===== config.mk =====
export PLATFORM = sky130hd
export DESIGN_NAME = fp16_accumulator
export DESIGN_NICKNAME = d
export VERILOG_FILES = /design/src/rtl/fp16_pkg.sv /design/src/rtl/fp16_lzc.sv /design/src/rtl/fp16_accumulator.sv
export SDC_FILE = /design/constraint.sdc
export NUM_CORES = 1
export LEC_CHECK = 0
export ABC_AREA = 1
export BUFFER_PORTS_ARGS = -buffer_cell sky130_fd_sc_hd__buf_2
export CAP_MARGIN = 40
export CORE_MARGIN = 3
export CORE_UTILIZATION = 59
export CTS_BUF_LIST = sky130_fd_sc_hd__clkbuf_8
export CTS_CLUSTER_SIZE = 25
export DETAILED_ROUTE_END_ITERATION = 8
export PLACE_DENSITY_LB_ADDON = 0.05
export SLEW_MARGIN = 20
export SYNTH_ARGS = -nofsm -noshare
export SYNTH_HDL_FRONTEND = slang
export SYNTH_SLANG_ARGS = --single-unit
export TNS_END_PERCENT = 5

===== constraint.sdc =====
create_clock -name clk -period 5.1 [get_ports clk]
set_clock_uncertainty 0.15 [all_clocks]
set_input_delay 1.02 -clock clk [delete_from_list [all_inputs] [get_ports clk]]
set_output_delay 1.02 -clock clk [all_outputs]
set_load 0.02 [all_outputs]

===== src/rtl/fp16_pkg.sv =====
// Shared FP16 types, constants and classification helpers for the
// accumulator datapath (truncating, flush-to-zero, canonical NaN 16'h7FFF).
package fp16_pkg;

    localparam int EXP_W  = 5;
    localparam int FRAC_W = 10;
    localparam int BIAS   = 15;

    localparam logic [15:0] FP16_QNAN = 16'h7FFF;
    localparam logic [15:0] FP16_PINF = 16'h7C00;
    localparam logic [15:0] FP16_NINF = 16'hFC00;

    typedef struct packed {
        logic              sign;
        logic [EXP_W-1:0]  exp;
        logic [FRAC_W-1:0] frac;
    } fp16_t;

    typedef enum logic [2:0] {
        ACCEPT,
        ALIGN,
        ADD,
        NORM,
        OUTPUT
    } acc_state_t;

    function automatic logic is_nan(input fp16_t v);
        return (v.exp == '1) && (v.frac != '0);
    endfunction

    function automatic logic is_inf(input fp16_t v);
        return (v.exp == '1) && (v.frac == '0);
    endfunction

    // Subnormals count as zero: only the exponent field matters.
    function automatic logic is_zero_ftz(input fp16_t v);
        return (v.exp == '0);
    endfunction

    function automatic logic [13:0] mantissa14(input fp16_t v);
        return is_zero_ftz(v) ? 14'd0 : {1'b1, v.frac, 3'b000};
    endfunction

endpackage


===== src/rtl/fp16_lzc.sv =====
// Combinational 15-bit leading-zero counter; an all-zero input reports 15.
module fp16_lzc (
    input  logic [14:0] value,
    output logic [3:0]  count
);

    always_comb begin
        count = 4'd15;
        // Scanning upward lets the most significant set bit win.
        for (int i = 0; i < 15; i++) begin
            if (value[i]) begin
                count = 4'(14 - i);
            end
        end
    end

endmodule


===== src/rtl/fp16_accumulator.sv =====
// Streaming FP16 reduction stage: sums a vector of products (one per 4
// cycles) and presents the result, element count and sticky flags on a held handshake.
module fp16_accumulator
    import fp16_pkg::*;
#(
    parameter int CNT_W = 8
) (
    input  logic             clk,
    input  logic             rst_n,
    input  logic             in_valid,
    output logic             in_ready,
    input  logic [15:0]      in_data,
    input  logic             in_last,
    output logic             out_valid,
    input  logic             out_ready,
    output logic [15:0]      out_data,
    output logic [CNT_W-1:0] out_count,
    output logic             out_nan,
    output logic             out_ovf
);

    acc_state_t         state_q, state_d;
    logic [15:0]        acc_q, acc_d;
    logic [15:0]        x_q, x_d;
    logic               last_q, last_d;
    logic [CNT_W-1:0]   count_q, count_d;
    logic               nan_q, nan_d;
    logic               ovf_q, ovf_d;

    logic               spec_q, spec_d;
    logic [15:0]        spec_val_q, spec_val_d;
    logic               big_sign_q, big_sign_d;
    logic               small_sign_q, small_sign_d;
    logic [13:0]        big_man_q, big_man_d;
    logic [13:0]        small_man_q, small_man_d;
    logic signed [6:0]  exp_q, exp_d;
    logic [14:0]        sum_q, sum_d;
    logic               sum_sign_q, sum_sign_d;

    fp16_t              op_a, op_b, op_big, op_small;
    logic               a_zero, b_zero, a_is_big;
    logic [14:0]        a_mag, b_mag;
    logic [4:0]         exp_diff;
    logic               align_spec;
    logic [15:0]        align_spec_val;
    logic [13:0]        align_small_man;

    logic [3:0]         lzc_count;
    logic [3:0]         norm_shift;
    logic [14:0]        norm_man;
    logic signed [6:0]  norm_exp;
    logic [15:0]        norm_res;
    logic               norm_ovf;
    logic               unused_norm_bits;

    // ALIGN: classify operands, pick the larger magnitude and line up the smaller.
    always_comb begin
        op_a            = fp16_t'(acc_q);
        op_b            = fp16_t'(x_q);
        a_zero          = is_zero_ftz(op_a);
        b_zero          = is_zero_ftz(op_b);
        a_mag           = a_zero ? 15'd0 : {op_a.exp, op_a.frac};
        b_mag           = b_zero ? 15'd0 : {op_b.exp, op_b.frac};
        a_is_big        = (a_mag >= b_mag);
        op_big          = a_is_big ? op_a : op_b;
        op_small        = a_is_big ? op_b : op_a;
        exp_diff        = op_big.exp - (is_zero_ftz(op_small) ? 5'd0 : op_small.exp);
        align_small_man = (exp_diff >= 5'd14) ? 14'd0 : (mantissa14(op_small) >> exp_diff);

        align_spec      = 1'b1;
        align_spec_val  = FP16_QNAN;
        if (is_nan(op_a) || is_nan(op_b)) begin
            align_spec_val = FP16_QNAN;
        end else if (is_inf(op_a) && is_inf(op_b) && (op_a.sign != op_b.sign)) begin
            align_spec_val = FP16_QNAN;
        end else if (is_inf(op_a)) begin
            align_spec_val = acc_q;
        end else if (is_inf(op_b)) begin
            align_spec_val = x_q;
        end else if (a_zero && b_zero) begin
            align_spec_val = {op_a.sign & op_b.sign, 15'd0};
        end else begin
            align_spec     = 1'b0;
        end
    end

    fp16_lzc u_lzc (
        .value (sum_q),
        .count (lzc_count)
    );

    // NORM: the implicit one belongs at bit 13, so a non-carry sum moves left by lzc-1.
    always_comb begin
        norm_shift = lzc_count - 4'd1;
        norm_man   = sum_q;
        norm_exp   = exp_q;
        norm_res   = 16'h0000;
        norm_ovf   = 1'b0;
        if (sum_q[14]) begin
            norm_man = sum_q >> 1;
            norm_exp = exp_q + 7'sd1;
        end else begin
            norm_man = sum_q << norm_shift;
            norm_exp = exp_q - signed'({3'b000, norm_shift});
        end

        if (spec_q) begin
            norm_res = spec_val_q;
        end else if (sum_q == 15'd0) begin
            norm_res = 16'h0000;
        end else if (norm_exp >= 7'sd31) begin
            norm_res = sum_sign_q ? FP16_NINF : FP16_PINF;
            norm_ovf = 1'b1;
        end else if (norm_exp <= 7'sd0) begin
            norm_res = {sum_sign_q, 15'd0};
        end else begin
            norm_res = {sum_sign_q, norm_exp[4:0], norm_man[12:3]};
        end
    end

    assign unused_norm_bits = ^{norm_man[14:13], norm_man[2:0]};

    always_comb begin
        state_d      = state_q;
        acc_d        = acc_q;
        x_d          = x_q;
        last_d       = last_q;
        count_d      = count_q;
        nan_d        = nan_q;
        ovf_d        = ovf_q;
        spec_d       = spec_q;
        spec_val_d   = spec_val_q;
        big_sign_d   = big_sign_q;
        small_sign_d = small_sign_q;
        big_man_d    = big_man_q;
        small_man_d  = small_man_q;
        exp_d        = exp_q;
        sum_d        = sum_q;
        sum_sign_d   = sum_sign_q;
        in_ready     = 1'b0;
        out_valid    = 1'b0;

        unique case (state_q)
            ACCEPT: begin
                in_ready = 1'b1;
                if (in_valid) begin
                    x_d     = in_data;
                    last_d  = in_last;
                    count_d = (count_q == '1) ? count_q : count_q + 1'b1;
                    state_d = ALIGN;
                end
            end
            ALIGN: begin
                spec_d       = align_spec;
                spec_val_d   = align_spec_val;
                big_sign_d   = op_big.sign;
                small_sign_d = op_small.sign;
                big_man_d    = mantissa14(op_big);
                small_man_d  = align_small_man;
                exp_d        = signed'({2'b00, op_big.exp});
                state_d      = ADD;
            end
            ADD: begin
                // The larger magnitude sits in big_man, so subtraction never borrows.
                if (big_sign_q != small_sign_q) begin
                    sum_d = {1'b0, big_man_q - small_man_q};
                end else begin
                    sum_d = {1'b0, big_man_q} + {1'b0, small_man_q};
                end
                sum_sign_d = big_sign_q;
                state_d    = NORM;
            end
            NORM: begin
                acc_d   = norm_res;
                nan_d   = nan_q | is_nan(fp16_t'(norm_res));
                ovf_d   = ovf_q | norm_ovf;
                state_d = last_q ? OUTPUT : ACCEPT;
            end
            OUTPUT: begin
                out_valid = 1'b1;
                if (out_ready) begin
                    acc_d   = 16'h0000;
                    count_d = '0;
                    nan_d   = 1'b0;
                    ovf_d   = 1'b0;
                    state_d = ACCEPT;
                end
            end
            default: begin
                state_d = ACCEPT;
            end
        endcase
    end

    always_ff @(posedge clk or negedge rst_n) begin
        if (!rst_n) begin
            state_q      <= ACCEPT;
            acc_q        <= 16'h0000;
            x_q          <= 16'h0000;
            last_q       <= 1'b0;
            count_q      <= '0;
            nan_q        <= 1'b0;
            ovf_q        <= 1'b0;
            spec_q       <= 1'b0;
            spec_val_q   <= 16'h0000;
            big_sign_q   <= 1'b0;
            small_sign_q <= 1'b0;
            big_man_q    <= 14'd0;
            small_man_q  <= 14'd0;
            exp_q        <= 7'sd0;
            sum_q        <= 15'd0;
            sum_sign_q   <= 1'b0;
        end else begin
            state_q      <= state_d;
            acc_q        <= acc_d;
            x_q          <= x_d;
            last_q       <= last_d;
            count_q      <= count_d;
            nan_q        <= nan_d;
            ovf_q        <= ovf_d;
            spec_q       <= spec_d;
            spec_val_q   <= spec_val_d;
            big_sign_q   <= big_sign_d;
            small_sign_q <= small_sign_d;
            big_man_q    <= big_man_d;
            small_man_q  <= small_man_d;
            exp_q        <= exp_d;
            sum_q        <= sum_d;
            sum_sign_q   <= sum_sign_d;
        end
    end

    assign out_data  = acc_q;
    assign out_count = count_q;
    assign out_nan   = nan_q;
    assign out_ovf   = ovf_q;

endmodule

==> results.yml <==
layout:
  fin_util_pct: 66.1
  drive_gt1_share_pct: 10.5
  nets: 1283
  nFillCells: 1276
  area_growth_syn_to_layout_pct: 8.65
  antenna_cells: 0
die:
  rows: 42
  fp.dieH_um: 123
  core-area_sq_um: 13300
  start_util_pct: 60.8
  io_pins: 49
  dieWidth_um: 123
  design.die.area_sq_um: 15100
global_route:
  grt_pass1_wl_um: 35400
  grt_pass1_vias: 7143
  grt-ovfl-total: 0
  antenna_found_initial: 0
  grt_max_degree: 43
  grt_util_all_layers_pct: 29.9
sta:
  rsz0062_at_grt: "false"
  slew_headroom_pct: 46.1
  fmax_mhz: 218
  setup_violations: 0
  setup_tns_ns: 0
  slew_viol_final: 0
  fin_crit_ns: 4.58
  worstMarginPinSlew_ns: 0.806
  period_share_pct: 89.9
  final_hold_viol_count: 0
logic_synthesis:
  ys.flop_type: "dfrtp_1"
  synth-edff-count: 0
  ys_types: 48
  synthesis.nets: 1243
  synth_top_area_share_pct: 34.4
  synth_area_sq_um: 8080
  async_flop_share_pct: 100
  ys_ff_latch: 111
  syn_inst: 1172
  ys_seq_area_share_pct: 34.4
  synthTopCellsByArea: "dfrtp_1 34%, nand2_1 15%, o21ai_0 9.1%, ha_1 7.3%, inv_1 6.6%"
  yosysTopAreaCell: "dfrtp_1"
  avgSynthCellArea_sq_um: 6.90
  yosys_warnings: 0
route:
  ant_nets: 0
  drt_pass1_iterations: 5
  vias_per_cell: 5.65
  routed_wl_um: 22000
  drc: 0
  drt_iter0_markers: 774
  wl_per_cell_um: 15.8
  dr_total_vias: 7875
outcome:
  status: "finished clean"
critical_path:
  end_kind: "register"
  worstSetupPathType: "register to register"
  cp-start-kind: "register"
  crit_arrival_ns: 4.76
  cp_max_fo: 21
  worst_ep_required_time_ns: 5.27
clock_tree:
  cts_tree: "built"
  ctsHoldBuffers: 0
  cts.path.max_buffers: 2
  cts_buffers: 9
  cts_max_level: 3
  clock_latency_ns: 0.41
  clk_pin_slew_worst_paths_ns: 0.13
  ctsRootBufferMaster: "clkbuf_8"
  cts.sinks: 111
placement:
  routabilityCongestion: 1.00
  portBuffers: 48
  dp_hpwl_um: 17100
hold_path:
  hold_path_class: "register to register"
run:
  cap_violations: 0
==> layer usage <==
metal / track usage [%] / wire, um
met2: 47.2 / 9990
met4: 10.2 / 577
met1: 42.3 / 10100
met3: 4.67 / 1330
met5: 0 / 0
==> cell usage after synthesis, types with 7 or more instances <==
cell / n
nand2_1: 328
o21ai_0: 147
inv_1: 142
dfrtp_1: 111
nand3_1: 78
nor2_1: 61
a21oi_1: 54
ha_1: 47
clkbuf_1: 37
o22ai_1: 19
or2_2: 12
nor3_1: 11
xor2_1: 11
inv_2: 10
nand4_1: 9
o211ai_1: 9
a31oi_1: 8
o21ai_1: 8
nor4_1: 7
==> path summary, 6_finish.rpt <==
check / cells past startpoint / endpoint / slack (ns) / startpoint
setup / recovery: 25 / small_man_q[7] / 0.52 / out_data[14]
hold / removal: 2 / spec_val_q[2] / 0.34 / spec_val_q[2]
setup reg to reg: 25 / small_man_q[7] / 0.52 / out_data[14]
hold reg to reg: 2 / spec_val_q[2] / 0.34 / spec_val_q[2]
max in group asynchronous: 2 / spec_val_q[10] / 3.45 / rst_n
min in group asynchronous: 1 / out_data[8] / 0.43 / rst_n
==> per-stage QoR <==
step	instances	setup slack [ns]	hold WS, ns	area, sq um
3_3_place_gp	1372	0.485	0.313	8520
4_1_cts	1390	0.307	0.349	8750
3_5_place_dp	1374	0.352	0.319	8540
6_report	1393	0.517	0.344	8780
5_1_grt	1393	0.0873	0.364	8780
2_1_floorplan	1172	0.494	0.299	8080
==> flip-flops by register name (all words and copies together), names as in the netlist, 3 cells and up <==
name         count
op_b            16
out_count        8
small_man_q     14
out_data        16
spec_val_q      16
sum_q           15
exp_q            5
state_q          3
big_man_q       11
==> critical path, stage by stage (launching register included) <==
cell,delay (ns)
dfrtp_1,0.47
nor3_1,0.21
nand3_1,0.20
nand2_1,0.10
inv_1,0.04
ha_1,0.31
a21oi_1,0.14
o21ai_1,0.08
a21oi_1,0.13
o21ai_1,0.07
a21oi_1,0.13
nand3b_1,0.16
nand3_4,0.19
nand2_1,0.10
o21ai_1,0.14
ha_1,0.27
fa_1,0.42
nor2_1,0.12
a211oi_1,0.06
a21oi_1,0.12
o21ai_0,0.14
nor2_1,0.26
inv_1,0.14
a31oi_1,0.15
o21ai_0,0.09
o21ai_0,0.08
==> layout make-up <==
cell class	count	area [sq um]	area share, %
Clock buffer	9	124	1.41
Clock inverter	7	86.3	0.983
Inverter	155	587	6.68
Multi-Input combinational cell	863	4570	52.0
Sequential cell	111	2780	31.6
Tap cell	176	220	2.51
Timing Repair Buffer	72	420	4.79
==> repair_timing <==
| item | CTS | global route |
|---|---|---|
| buffers inserted | 0 | 3 |
| endpoints found under the setup margin | 0 | 14 |
| resized for setup | 0 | 3 |
==> layout by cell type, fill, tap and decap left out, types with 3 or more instances in the layout <==
master / synthesis / routed
o21ai_0: 147 / 146
nand3_1: 78 / 78
o31ai_1: 3 / 3
inv_1: 142 / 142
o21ai_1: 8 / 9
nor2_1: 61 / 61
ha_1: 47 / 47
xor2_1: 11 / 10
o211ai_1: 9 / 9
xnor2_1: 6 / 6
buf_4: 0 / 24
mux2i_1: 4 / 4
clkinv_8: 0 / 3
fa_1: 3 / 3
o21bai_1: 3 / 3
nand2_2: 5 / 5
nor4_1: 7 / 7
a21oi_1: 54 / 54
nor3_1: 11 / 10
inv_6: 1 / 3
clkbuf_8: 0 / 9
nand2_1: 328 / 328
nand4_1: 9 / 9
a31oi_1: 8 / 8
a22oi_1: 3 / 3
dfrtp_1: 111 / 111
or2_2: 12 / 12
nand3_2: 5 / 4
a221oi_1: 3 / 3
buf_2: 2 / 48
inv_2: 10 / 10
o22ai_1: 19 / 19
==> kinds of logic (layout without fill, tap and decap cells) <==
logic type / Yosys count / count (layout) / synth area share, %
AND/OR/NAND/NOR: 525 / 525 / 27.6
buffers and inverters: 198 / 243 / 9.38
AO/OA/AOI/OAI: 267 / 267 / 18.3
flip-flops: 111 / 111 / 34.4
XOR/XNOR: 17 / 17 / 1.84
multiplexers: 4 / 4 / 0.495
adder cells (fa/ha/maj): 50 / 50 / 8.02
Power is not shown: default switching activity piles up to over one toggle a cycle in this logic, so the estimate is an artifact.
